**src/rtl/dbg_pkg.sv**
```systemverilog
// Shared definitions for the debug capture block: trigger state encoding and
// the timestamp width used when DBG_TIMESTAMP_EN is defined.
package dbg_pkg;

  typedef enum logic [1:0] {
    ST_IDLE    = 2'd0,
    ST_ARMED   = 2'd1,
    ST_POSTCAP = 2'd2,
    ST_FROZEN  = 2'd3
  } trig_state_t;

  localparam int TS_W = 16;

endpackage

```
**src/rtl/dbg_hist_ring.sv**
```systemverilog
// History ring: DEPTH entries of {channel, frame}, newest at read index 0.
// Optional per-entry timestamp storage when DBG_TIMESTAMP_EN is defined.
module dbg_hist_ring #(
  parameter int FRAME_W = 9,
  parameter int CH_W    = 2,
  parameter int DEPTH   = 8,
  localparam int AW     = $clog2(DEPTH)
) (
  input  logic               clk,
  input  logic               rst,
  input  logic               clr,
  input  logic               wr_en,
  input  logic [CH_W-1:0]    wr_ch,
  input  logic [FRAME_W-1:0] wr_frame,
`ifdef DBG_TIMESTAMP_EN
  input  logic [dbg_pkg::TS_W-1:0] wr_ts,
  output logic [dbg_pkg::TS_W-1:0] rd_ts,
`endif
  input  logic [AW-1:0]      rd_idx,
  output logic [FRAME_W-1:0] rd_frame,
  output logic [CH_W-1:0]    rd_ch,
  output logic [AW:0]        count
);

  logic [FRAME_W-1:0] frame_mem [DEPTH];
  logic [CH_W-1:0]    ch_mem    [DEPTH];
`ifdef DBG_TIMESTAMP_EN
  logic [dbg_pkg::TS_W-1:0] ts_mem [DEPTH];
`endif
  logic [AW-1:0] wr_ptr;
  logic [AW-1:0] wr_addr;
  logic [AW-1:0] rd_ptr;
  logic          rd_valid;

  // A clear in the same cycle as a write restarts the log with this entry
  assign wr_addr  = clr ? '0 : wr_ptr;
  assign rd_ptr   = wr_ptr - AW'(1) - rd_idx;
  assign rd_valid = {1'b0, rd_idx} < count;
  assign rd_frame = rd_valid ? frame_mem[rd_ptr] : '0;
  assign rd_ch    = rd_valid ? ch_mem[rd_ptr] : '0;
`ifdef DBG_TIMESTAMP_EN
  assign rd_ts    = rd_valid ? ts_mem[rd_ptr] : '0;
`endif

  always_ff @(posedge clk) begin
    if (rst) begin
      wr_ptr <= '0;
      count  <= '0;
      for (int i = 0; i < DEPTH; i++) begin
        frame_mem[i] <= '0;
        ch_mem[i]    <= '0;
`ifdef DBG_TIMESTAMP_EN
        ts_mem[i]    <= '0;
`endif
      end
    end else begin
      if (clr) begin
        wr_ptr <= wr_en ? AW'(1) : '0;
        count  <= wr_en ? (AW+1)'(1) : '0;
      end else if (wr_en) begin
        wr_ptr <= wr_ptr + AW'(1);
        if (count != (AW+1)'(DEPTH)) count <= count + (AW+1)'(1);
      end
      if (wr_en) begin
        frame_mem[wr_addr] <= wr_frame;
        ch_mem[wr_addr]    <= wr_ch;
`ifdef DBG_TIMESTAMP_EN
        ts_mem[wr_addr]    <= wr_ts;
`endif
      end
    end
  end

endmodule

```
**src/rtl/debug_capture.sv**
```systemverilog
// Multi-channel debug capture: last frame/data per channel plus a frame history
// ring with match trigger and freeze. DBG_TIMESTAMP_EN adds per-entry cycle stamps.
//
// state      | meaning
// ST_IDLE    | ring logs freely, trigger disabled until arm
// ST_ARMED   | ring logs, waiting for a matching frame
// ST_POSTCAP | trigger seen, capturing the remaining post-trigger frames
// ST_FROZEN  | ring writes blocked until the next arm
module debug_capture
  import dbg_pkg::*;
#(
  parameter int FRAME_W = 9,
  parameter int DATA_W  = 4,
  parameter int CH_W    = 2,
  parameter int DEPTH   = 8,
  parameter int POST    = 2,
  localparam int AW     = $clog2(DEPTH),
  localparam int NUM_CH = 2**CH_W
) (
  input  logic               clk,
  input  logic               rst,
  input  logic               debug,
  input  logic [CH_W-1:0]    channel,
  input  logic               frame_valid,
  input  logic [FRAME_W-1:0] frame,
  input  logic               data_out_valid,
  input  logic [DATA_W-1:0]  data_out,
  input  logic [CH_W-1:0]    rd_sel,
  input  logic [AW-1:0]      hist_idx,
  input  logic               trig_en,
  input  logic [FRAME_W-1:0] trig_frame,
  input  logic               arm,
`ifdef DBG_TIMESTAMP_EN
  output logic [TS_W-1:0]    hist_ts,
`endif
  output logic [FRAME_W-1:0] debug_frame,
  output logic [DATA_W-1:0]  debug_reg,
  output logic [CH_W-1:0]    debug_ch,
  output logic [FRAME_W-1:0] hist_frame,
  output logic [CH_W-1:0]    hist_ch,
  output logic [AW:0]        hist_count,
  output logic               frozen
);

  trig_state_t        state;
  logic [AW-1:0]      post_cnt;
  logic [FRAME_W-1:0] frame_r [NUM_CH];
  logic [DATA_W-1:0]  reg_r   [NUM_CH];
  logic               trig_hit;
  logic               ring_wr;
  logic               ring_rst;

  assign trig_hit    = frame_valid & trig_en & (frame == trig_frame);
  // arm clears the freeze in the same cycle, so its frame is always stored
  assign ring_wr     = frame_valid & (arm | (state != ST_FROZEN));
  assign ring_rst    = rst | ~debug;
  assign debug_frame = frame_r[rd_sel];
  assign debug_reg   = reg_r[rd_sel];

`ifdef DBG_TIMESTAMP_EN
  logic [TS_W-1:0] ts;

  always_ff @(posedge clk) begin
    if (rst || !debug || arm) ts <= '0;
    else                      ts <= ts + TS_W'(1);
  end
`endif

  always_ff @(posedge clk) begin
    if (rst || !debug) begin
      state    <= ST_IDLE;
      post_cnt <= '0;
      frozen   <= 1'b0;
      debug_ch <= '0;
      for (int i = 0; i < NUM_CH; i++) begin
        frame_r[i] <= '0;
        reg_r[i]   <= '0;
      end
    end else begin
      debug_ch <= channel;
      if (frame_valid)    frame_r[channel] <= frame;
      if (data_out_valid) reg_r[channel]   <= data_out;
      if (arm) begin
        state    <= ST_ARMED;
        post_cnt <= '0;
        frozen   <= 1'b0;
      end else begin
        case (state)
          ST_ARMED: if (trig_hit) begin
            if (POST == 0) begin
              state  <= ST_FROZEN;
              frozen <= 1'b1;
            end else begin
              state    <= ST_POSTCAP;
              post_cnt <= AW'(POST);
            end
          end
          // Freeze once the last of the POST trailing frames has been stored
          ST_POSTCAP: if (frame_valid) begin
            if (post_cnt <= AW'(1)) begin
              state  <= ST_FROZEN;
              frozen <= 1'b1;
            end else begin
              post_cnt <= post_cnt - AW'(1);
            end
          end
          default: ;
        endcase
      end
    end
  end

  dbg_hist_ring #(
    .FRAME_W (FRAME_W),
    .CH_W    (CH_W),
    .DEPTH   (DEPTH)
  ) u_ring (
    .clk      (clk),
    .rst      (ring_rst),
    .clr      (arm),
    .wr_en    (ring_wr),
    .wr_ch    (channel),
    .wr_frame (frame),
`ifdef DBG_TIMESTAMP_EN
    .wr_ts    (arm ? '0 : ts),
    .rd_ts    (hist_ts),
`endif
    .rd_idx   (hist_idx),
    .rd_frame (hist_frame),
    .rd_ch    (hist_ch),
    .count    (hist_count)
  );

endmodule

```
**config.mk**
```make
export PLATFORM = sky130hd
export DESIGN_NAME = debug_capture
export DESIGN_NICKNAME = d
export VERILOG_FILES = /design/src/rtl/dbg_pkg.sv /design/src/rtl/dbg_hist_ring.sv /design/src/rtl/debug_capture.sv
export SDC_FILE = /design/constraint.sdc
export NUM_CORES = 1
export LEC_CHECK = 0
export ABC_AREA = 1
export BUFFER_PORTS_ARGS = -buffer_cell sky130_fd_sc_hd__buf_2
export CORE_MARGIN = 1
export CORE_UTILIZATION = 53
export CTS_CLUSTER_DIAMETER = 120
export DETAILED_ROUTE_END_ITERATION = 8
export PLACE_DENSITY = 0.74
export SETUP_SLACK_MARGIN = 0.3
export SYNTH_ARGS = -nofsm -noshare
export SYNTH_HDL_FRONTEND = slang
export SYNTH_HIERARCHICAL = 1
export SYNTH_SLANG_ARGS = --single-unit
```
**constraint.sdc**
```tcl
create_clock -name clk -period 5.1 [get_ports clk]
set_input_delay 1.02 -clock clk [delete_from_list [all_inputs] [get_ports clk]]
set_output_delay 1.02 -clock clk [all_outputs]
set_load 0.01 [all_outputs]
```
==> out/results.ini, run 1 <==
[outcome]
status = complete, no violations

[setup_path]
r2r_end = u_ring/frame_mem[1][6]
reg2reg_slack_ps = 2780
path_class = in2out
path_cells = buf_2 -> inv_1 -> ha_1 -> fa_1 -> inv_1 -> nand3_1 -> nand2_1 -> nand2_1 -> a21oi_1 -> buf_2
cp_slowest_cell = inv_1
path_max_fanout = 22
worst-endpoint-required_ps = 4080
setup.worst_path.end_class = output port
crit_path_max_incr_delay_ps = 570
critPathLaunch = hist_idx[0]
cp.arrival_ps = 3150
r2r_cells = 7
rr_startpoint = state[0]
startpoint_type = input pin

[placed_design]
gp_congestion = 0.8442
dpl.hpwl_um = 11670
place_area_um2 = 8193
portBuffers = 66

[final_layout]
nNetsFinal = 1013
fill_cells = 1205
drive_gt1_share_pct = 13.56
areaGrowthSynthToFinish_pct = 12.66
seq_area_um2 = 4504
finalInstanceArea_um2 = 8793
multiInputGateArea_um2 = 2499
n_antenna_cell = 0

[drt]
viasPerCell = 5.188
detailedRoute.firstIterationViolations = 709
ant_nets = 0
wl_per_cell_um = 15.06
drt-total-wl_um = 17490
drc = 0
via_count = 6023
dr.pass1.iters = 5

[timing]
finalSetupViolations = 0
worst_pin_slew_ps = 999.7
finalHoldViolations = 0
clock_skew_ps = 13.76
hold_ws_ps = 458.7
timing.slew.headroom_pct = 32.90
slew_viol_final = 0
finalCritPeriodShare_pct = 81.80
finalCriticalPeriod_ps = 4172
fmax_mhz = 239.7
rsz0062_at_grt = false
finalSetupTns_ps = 0

[yosys]
muxShareOfSynthArea_pct = 0
synth.net_count = 959
synth.area.top_cells = edfxtp_1 (54%), nand2_1 (9.9%), nor2_1 (8.8%), inv_1 (7.2%), dfxtp_1 (3.8%)
synth_compound_gate_area_share_pct = 5.162
synth_fa_ha_area_share_pct = 1.539
ys_seq_area_share_pct = 57.71
netlist_area_um2 = 7805
ys.warnings.count = 6
synthXorXnorAreaFrac_pct = 0.2244
synth_largest_area_cell = edfxtp_1
yosys.area_share.simple_pct = 25.09
syn_inst = 914
synthDistinctLibCells = 29
syn_area_per_cell_um2 = 8.539
synth_top_family_by_area = simple AND/OR/NAND/NOR gates
synth-seq-cells = 155
synth_top_area_share_pct = 53.86

[global_route]
use_met3_pct = 5.351
grt_usage_pct = 25.24
grt_max_degree = 45
antenna_found_initial = 0
busiest_layer = met2
grt_pass1_vias = 5693
overflow = 0
grt_util_met2_pct = 40.82
grt_pass1_wl_um = 28010
grtUsageMet1_pct = 32.91

[min_path]
holdCritStartpoint = frozen
whs_endpoint = frozen
hold_class = reg2reg
min_path_cells = 2

[floorplanning]
core_region_area_um2 = 14100
initial_core_util_pct = 55.37
num_rows = 43
die_w_um = 123.4
top_level_ports = 67
dieArea_um2 = 15220
die_y_um = 123.4

[clock_tree]
cts_tree = built
post_cts_buffers = 0
htreeDepth = 4
cts_hold_buf = 0
cts_max_path_buffers = 2
clk_latency_ps = 430
root_buffer = clkbuf_16
numCtsBuffers = 17
clock_sinks = 155
cts_resized = 0
cts.reportedPaths.clkPinSlew_ps = 60

[run]
drv_cap = 0

[power]
leakage_nw = 4.073
vdd_ir_drop_max_mv = 0.2333
p_per_area_nw_per_um2 = 346.4

## metal layers
layer	share of wire, %	up-vias
met5	0	-
met4	2.2	0
met3	8.0	29
met2	48	240
met1	42	2757
li1	-	2997
## metrics by stage
stage,setup slack [ps],utilization [%],cells,total power [mW]
2_1_floorplan,1588,-,914,1.698
3_3_place_gp,1050,58.12,1129,1.800
3_5_place_dp,1058,58.12,1129,1.805
4_1_cts,956.7,62.38,1161,3.057
5_1_grt,827.9,62.38,1161,3.158
6_report,928.4,62.38,1161,3.046
## worst max path at each step
stage | end | slack (ps)
5_1_grt | hist_frame[8] | 830
6_report | hist_frame[8] | 930
2_1_floorplan | hist_ch[0] | 1590
4_1_cts | hist_frame[8] | 960
3_3_place_gp | hist_frame[8] | 1050
3_5_place_dp | hist_frame[6] | 1060
## state kept, by name, summed over array words and instances, names as in the netlist
name	flops
debug_ch	2
frame_r	36
frozen	1
post_cnt	3
reg_r	16
state	2
u_ring/ch_mem	16
u_ring/count	4
u_ring/frame_mem	72
u_ring/wr_ptr	3
## logic make-up after synthesis
kind of cell	Yosys count
buffers and inverters	197
XOR/XNOR	2
adder cells (fa/ha/maj)	9
AO/OA/AOI/OAI	73
AND/OR/NAND/NOR	478
flip-flops	155
## final cells by class
class	instances	area share [%]
Clock buffer	17	4.838
Clock inverter	15	1.992
Inverter	163	6.958
Multi-Input combinational cell	562	28.41
Sequential cell	155	51.22
Tap cell	180	2.561
Timing Repair Buffer	69	4.013
## synthesized netlist by cell type, drive strengths merged
library cell	number
o22ai	13
edfxtp	140
nand4	4
nor2	188
a21oi	17
xnor2	1
o21bai	1
o211ai	1
fa	1
clkbuf	12
nand3	55
buf	22
o21ai	40
ha	8
nand2	217
dfxtp	15
xor2	1
nor3	14
inv	163
a31oi	1
## power breakdown
part | internal [mW] | total (mW) | switching, mW
logic | 0.0943 | 0.322 | 0.228
clock network | 0.767 | 1.26 | 0.498
registers | 1.44 | 1.46 | 0.0159
## cell usage in the layout (no fill, tap or decap)
| master | synthesis | final |
|---|---|---|
| fa_1 | 1 | 1 |
| o21ai_0 | 39 | 38 |
| nand3_2 | 1 | 1 |
| clkinvlp_4 | 0 | 6 |
| nor2_4 | 4 | 4 |
| a21oi_1 | 17 | 17 |
| nand2_1 | 206 | 206 |
| clkinv_1 | 0 | 1 |
| o22ai_1 | 13 | 13 |
| nand4_1 | 4 | 4 |
| nor2_2 | 2 | 2 |
| xor2_1 | 1 | 1 |
| inv_6 | 0 | 1 |
| a31oi_1 | 1 | 1 |
| xnor2_1 | 1 | 1 |
| clkinv_2 | 0 | 2 |
| o21ai_2 | 1 | 1 |
| inv_1 | 150 | 150 |
| o21ai_1 | 0 | 1 |
| bufinv_16 | 0 | 3 |
| ha_1 | 8 | 8 |
| inv_2 | 13 | 13 |
| o211ai_1 | 1 | 1 |
| nor3_1 | 14 | 14 |
| buf_4 | 2 | 3 |
| nand2_2 | 11 | 11 |
| edfxtp_1 | 140 | 140 |
| o21bai_4 | 1 | 1 |
| nand3_1 | 54 | 54 |
| nor2_1 | 182 | 182 |
| clkinv_4 | 0 | 2 |
| clkbuf_16 | 0 | 17 |
| buf_2 | 14 | 66 |
| dfxtp_1 | 15 | 15 |
## worst max-delay path, delay by kind of cell
kind / cells / cell delay [ps]
buffers and inverters: 4 / 870
adders and majority gates: 2 / 680
and+or+nand+nor: 3 / 370
AOI/OAI and AO/OA: 1 / 210
Power figures use the tool's default switching activity.
==> run 2: changes to the inputs <==
- PLACE_DENSITY: 0.74 -> 0.77
- clock period: 5.1 -> 3.6 ns (I/O delays scaled with it)
==> run 2 against run 1 <==
  * First-iteration DRC count down 21%
  * Via count up 3.9%
  * Clock-buffer cell count unchanged
  * Die area unchanged
  * Combinational power up 49%
  * Clock skew down 7.9 ps
  * Critical endpoint is now hist_ch[0]
  * Largest power group unchanged
==> out/results.ini, run 2 (same netlist as run 1, synthesis figures left out) <==
[placed_design]
dp_cells = 1134  ; +0.44%
dpl.hpwl_um = 12530  ; +7.4%
portBuffers = 66  ; unchanged
post-place-ws_ps = 333.3  ; -724.3 ps
gp_congestion = 0.9061  ; +7.3%
place_area_um2 = 8230  ; +0.46%

[timing]
worst_pin_slew_ps = 789.0  ; -210.7 ps
fmax_mhz = 310.8
clock_skew_ps = 5.851  ; -7.912 ps
finalHoldViolations = 0  ; unchanged
rsz0062_at_grt = false
finalSetupTns_ps = 0  ; unchanged
finalSetupViolations = 0  ; unchanged
timing.slew.headroom_pct = 47.34  ; +14 points
slew_viol_final = 0  ; unchanged
fin_ws_ps = 382.1  ; -546.2 ps
finalCritPeriodShare_pct = 89.39
finalCriticalPeriod_ps = 3218

[final_layout]
final_common_cell = nand2_1
finalInstanceArea_um2 = 8846  ; +0.60%
reg_top3 = u_ring/frame_mem: 72 flops, frame_r: 36 flops
drive_gt1_share_pct = 14.59  ; +1.0 points
seq_area_um2 = 4504  ; unchanged
fin_cells = 1167  ; +0.52%
fill_cells = 1193  ; -1.0%
multiInputGateArea_um2 = 2507  ; +0.35%
final_core_util_pct = 62.76  ; +0.37 points
nNetsFinal = 1019  ; +0.59%
layout_common_cells = nand2_1 (204), nor2_1 (182), inv_1 (149)
largest_reg_flops = 72  ; unchanged
areaGrowthSynthToFinish_pct = 13.34
n_antenna_cell = 0  ; unchanged
largest-register = u_ring/frame_mem

[clock_tree]
numCtsBuffers = 17  ; unchanged
clock_sinks = 155  ; unchanged
root_buffer = clkbuf_16
htreeDepth = 4  ; unchanged
cts.reportedPaths.clkPinSlew_ps = 60  ; about the same
cts_max_path_buffers = 2  ; unchanged
clk_latency_ps = 430  ; about the same
cts_tree = built

[drt]
drc = 0  ; unchanged
dr.pass1.iters = 5  ; unchanged
wl_per_cell_um = 15.92  ; +5.7%
viasPerCell = 5.363  ; +3.4%
drt-total-wl_um = 18580  ; +6.2%
via_count = 6259  ; +3.9%
ant_nets = 0  ; unchanged
detailedRoute.firstIterationViolations = 560  ; -21%

[setup_path]
worst-endpoint-required_ps = 2880  ; -1200 ps
rr_startpoint = state[1]
crit_family = adder cells
startpoint_type = input pin
setup.worst_path.end_class = output port
path_class = in2out
critPathLaunch = hist_idx[0]
path_max_fanout = 6  ; -73%
r2r_end = u_ring/frame_mem[3][2]
crit_path_max_incr_delay_ps = 510  ; -60 ps
path_cells = buf_2 -> inv_1 -> ha_1 -> fa_1 -> inv_2 -> buf_4 -> nand3_1 -> nand2_1 -> nand2_1 -> a21oi_2 -> buf_2
reg2reg_slack_ps = 1220  ; -1560 ps
cp.arrival_ps = 2500  ; -650 ps
critPathBufInv = 5  ; +1
r2r_cells = 7  ; unchanged
cp_slowest_cell = fa_1

[global_route]
antenna_found_initial = 1  ; +1
grt_pass1_wl_um = 29350  ; +4.8%
overflow = 0  ; unchanged
grt_max_degree = 45  ; unchanged
grt_pass1_vias = 5833  ; +2.5%
grt_usage_pct = 26.44  ; +1.2 points

[run]
drv_cap = 0  ; unchanged

[power]
leakage_nw = 4.102  ; +0.72%
vdd_ir_drop_max_mv = 0.3218  ; +38%
p_per_area_nw_per_um2 = 488.3  ; +41%

[floorplanning]
initial_core_util_pct = 55.37  ; unchanged
die_w_um = 123.4  ; unchanged
die_y_um = 123.4  ; unchanged
core_region_area_um2 = 14100  ; unchanged
top_level_ports = 67  ; unchanged
dieArea_um2 = 15220  ; unchanged
num_rows = 43  ; unchanged

[outcome]
status = complete, no violations

[min_path]
hold_class = reg2reg
holdCritStartpoint = frozen
whs_endpoint = frozen
min_path_cells = 2  ; unchanged

## run 2: layout make-up
class / count / share of cell area (%)
tap: 180 / 2.546
clock inverter: 15 / 1.881
multi-input combinational: 562 / 28.35
timing repair buffer: 75 / 4.583
inverter: 163 / 6.917
clock buffer: 17 / 4.809
sequential: 155 / 50.92
## run 2: per-layer routing
| metal | up-vias | GRT usage [%] | share of wire [%] |
|---|---|---|---|
| met5 | - | 0 | 0.070 |
| met4 | 2 | 11.75 | 3.0 |
| met3 | 46 | 6.181 | 8.5 |
| met2 | 279 | 41.93 | 47 |
| met1 | 2924 | 34.61 | 41 |
| li1 | 3008 | - | - |
## run 2: worst max path at each step
| stage | end | slack (ps) | cells after the start |
|---|---|---|---|
| 6_report | hist_ch[0] | 380 | 11 |
| 5_1_grt | hist_ch[0] | 300 | 11 |
| 4_1_cts | hist_ch[0] | 310 | 11 |
| 3_5_place_dp | hist_ch[0] | 330 | 11 |
| 3_3_place_gp | hist_ch[0] | 380 | 11 |
| 2_1_floorplan | hist_ch[0] | 690 | 8 |
## run 2: report_power, final
group,switching (mW),internal (mW)
sequential,0.0235,2.04
clock,0.741,1.03
combinational,0.338,0.143
## run 2: what timing repair did
| item | CTS | global route |
|---|---|---|
| resized for setup | 0 | 6 |
| buffers inserted | 0 | 1 |
| hold buffers | 0 | 0 |
| endpoints found under the setup margin | 0 | 11 |
## run 2: worst min-delay path, cell delays in order (launching register included)
cell and delay, ps:
dfxtp_1 310, inv_1 40, a21oi_1 50
## run 2: stage by stage
step                      power, mW  hold WS [ps]
after CTS                     4.328         457.5
after global placement        2.562         441.0
after global routing          4.475         482.8
final                         4.320         452.6
after detailed placement      2.572         446.3
after floorplan               2.406         466.6
==> run 3: changes to the inputs <==
- CORE_ASPECT_RATIO: unset -> 0.9
- CORE_MARGIN: 1 -> 1.5
- SETUP_SLACK_MARGIN: 0.3 -> unset
==> run 3 against run 2 <==
  * Largest power group unchanged
  * Largest cell class unchanged
  * Critical path depth up 1
  * Critical endpoint is now hist_frame[2]
  * Utilization down 0.62 points
  * Critical path type unchanged
  * Design area down 0.18%
==> out/results.ini, run 3 (same netlist as run 1, synthesis figures left out) <==
[outcome]
status = complete, no violations

[power]
p_switching_mw = 1.026  ; -6.9%
p_clk_share_pct = 40.9  ; about the same
vdd_ir_drop_max_mv = 0.3620  ; +13%
p_comb_share_pct = 10.8  ; -0.3 points
seq_power_share_pct = 48.3  ; +0.4 points
switching_share_pct = 23.96  ; -1.6 points
p_per_area_nw_per_um2 = 484.9  ; -0.70%
intPower_mw = 3.256  ; +1.2%
leakage_nw = 4.105  ; about the same
finalPower_mw = 4.282  ; -0.88%

[final_layout]
n_antenna_cell = 0  ; unchanged
layout_common_cells = nand2_1 (206), nor2_1 (182), inv_1 (150)
fin_cells = 1180  ; +1.1%
drive_gt1_share_pct = 13.58  ; -1.0 points
largest-register = u_ring/frame_mem
fill_cells = 1168  ; -2.1%
largest_reg_flops = 72  ; unchanged
reg_top3 = u_ring/frame_mem: 72 flops, frame_r: 36 flops
areaGrowthSynthToFinish_pct = 13.13
finalInstanceArea_um2 = 8830  ; -0.18%
final_common_cell = nand2_1
nNetsFinal = 1019  ; unchanged
final_core_util_pct = 62.14  ; -0.62 points

[placed_design]
portBuffers = 66  ; unchanged
place_area_um2 = 8254  ; +0.29%
dp_cells = 1148  ; +1.2%
gp_congestion = 0.8849  ; -2.3%
dpl.hpwl_um = 11910  ; -5.0%
post-place-ws_ps = 363.7  ; +30.40 ps

[setup_path]
worst-endpoint-required_ps = 2880  ; about the same
path_max_fanout = 11  ; +5
setup.worst_path.end_class = output port
startpoint_type = input pin
cp.arrival_ps = 2530  ; +30 ps
path_class = in2out

[timing]
fin_ws_ps = 353.1  ; -29.04 ps
hold_ws_ps = 479.8  ; +27.18 ps
finalCritPeriodShare_pct = 90.19  ; +0.81 points
timing.slew.headroom_pct = 48.67  ; +1.3 points
rsz0062_at_grt = false
fmax_mhz = 308.0  ; -0.89%
finalSetupTns_ps = 0  ; unchanged
finalHoldViolations = 0  ; unchanged
worst_pin_slew_ps = 769.2  ; -19.86 ps
finalSetupViolations = 0  ; unchanged
finalCriticalPeriod_ps = 3247  ; +29.04 ps
slew_viol_final = 0  ; unchanged
clock_skew_ps = 8.203  ; +2.352 ps

[floorplanning]
top_level_ports = 67  ; unchanged
die_w_um = 130.9  ; +6.1%
core_region_area_um2 = 14210  ; +0.81%
dieArea_um2 = 15460  ; +1.6%
die_y_um = 118.1  ; -4.2%
num_rows = 41  ; -4.7%
initial_core_util_pct = 54.93  ; -0.44 points

[drt]
wl_per_cell_um = 15.07  ; -5.4%
drt-total-wl_um = 17780  ; -4.3%
dr.pass1.iters = 5  ; unchanged
via_count = 6147  ; -1.8%
drc = 0  ; unchanged
viasPerCell = 5.209  ; -2.9%
ant_nets = 0  ; unchanged
detailedRoute.firstIterationViolations = 606  ; +8.2%

[clock_tree]
cts.reportedPaths.clkPinSlew_ps = 60  ; about the same
cts_tree = built
root_buffer = clkbuf_16
cts_resized = 0  ; unchanged
post_cts_buffers = 0  ; unchanged
clock_sinks = 155  ; unchanged
numCtsBuffers = 17  ; unchanged
cts_max_path_buffers = 2  ; unchanged
htreeDepth = 4  ; unchanged
clk_latency_ps = 430  ; about the same
cts_hold_buf = 0  ; unchanged

[min_path]
hold_class = reg2reg

[global_route]
grt_pass1_vias = 5826  ; -0.12%
grt_max_degree = 45  ; unchanged
grt_pass1_wl_um = 28070  ; -4.3%
grt_usage_pct = 24.54  ; -1.9 points
overflow = 0  ; unchanged
antenna_found_initial = 0  ; -1

[run]
drv_cap = 0  ; unchanged

-- run 3: changes by cell type in the layout (fill, tap and decap cells not counted), moves of 2 or more --
cell / delta
clkbuf_1: +5
clkinvlp_4: -4
clkbuf_8: +3
clkinv_4: -3
buf_4: +2
buf_6: -2
inv_6: -2
nand2_1: +2
nand2_2: -2
-- run 3: critical path, cell delays in order --
cell and delay (ps):
buf_2 100, inv_1 40, ha_1 190, fa_1 400, inv_1 90, nand2_1 70, nand2_1 70, nand2_1 40
nand2_1 320, nand2_1 90, a21oi_1 200, buf_2 180
-- run 3: area by class of cell --
type / instances / area, um^2 / area share, %
Multi-Input combinational cell: 562 / 2499 / 28.30
Clock inverter: 7 / 90.09 / 1.020
Clock buffer: 25 / 485.5 / 5.498
Timing Repair Buffer: 75 / 397.9 / 4.506
Sequential cell: 155 / 4504 / 51.01
Inverter: 163 / 611.8 / 6.929
Tap cell: 193 / 241.5 / 2.735
-- run 3: metal layers --
metal / up-vias / part of all wire [%] / track usage (%)
met1: 2864 / 41 / 31.35
met2: 242 / 49 / 40.20
met5: - / 0 / 0
met3: 32 / 7.7 / 6.318
li1: 3009 / - / -
met4: 0 / 2.1 / 8.929
-- run 3: power groups by stage --
stage	combinational [mW]	clock, mW	sequential, mW
2_1_floorplan	0.307	0	2.10
3_3_place_gp	0.449	0	2.10
3_5_place_dp	0.458	0	2.11
4_1_cts	0.461	1.76	2.07
5_1_grt	0.519	1.85	2.08
6_report	0.463	1.75	2.07
-- run 3: worst paths after layout --
check | start | endpoint | slack, ps | cells after the start
worst max-delay path | hist_idx[0] | hist_frame[2] | 350 | 12
worst min-delay path | frozen | frozen | 480 | 2
worst max register to register | state[0] | u_ring/ch_mem[3][1] | 1280 | 7
worst min register to register | frozen | frozen | 480 | 2
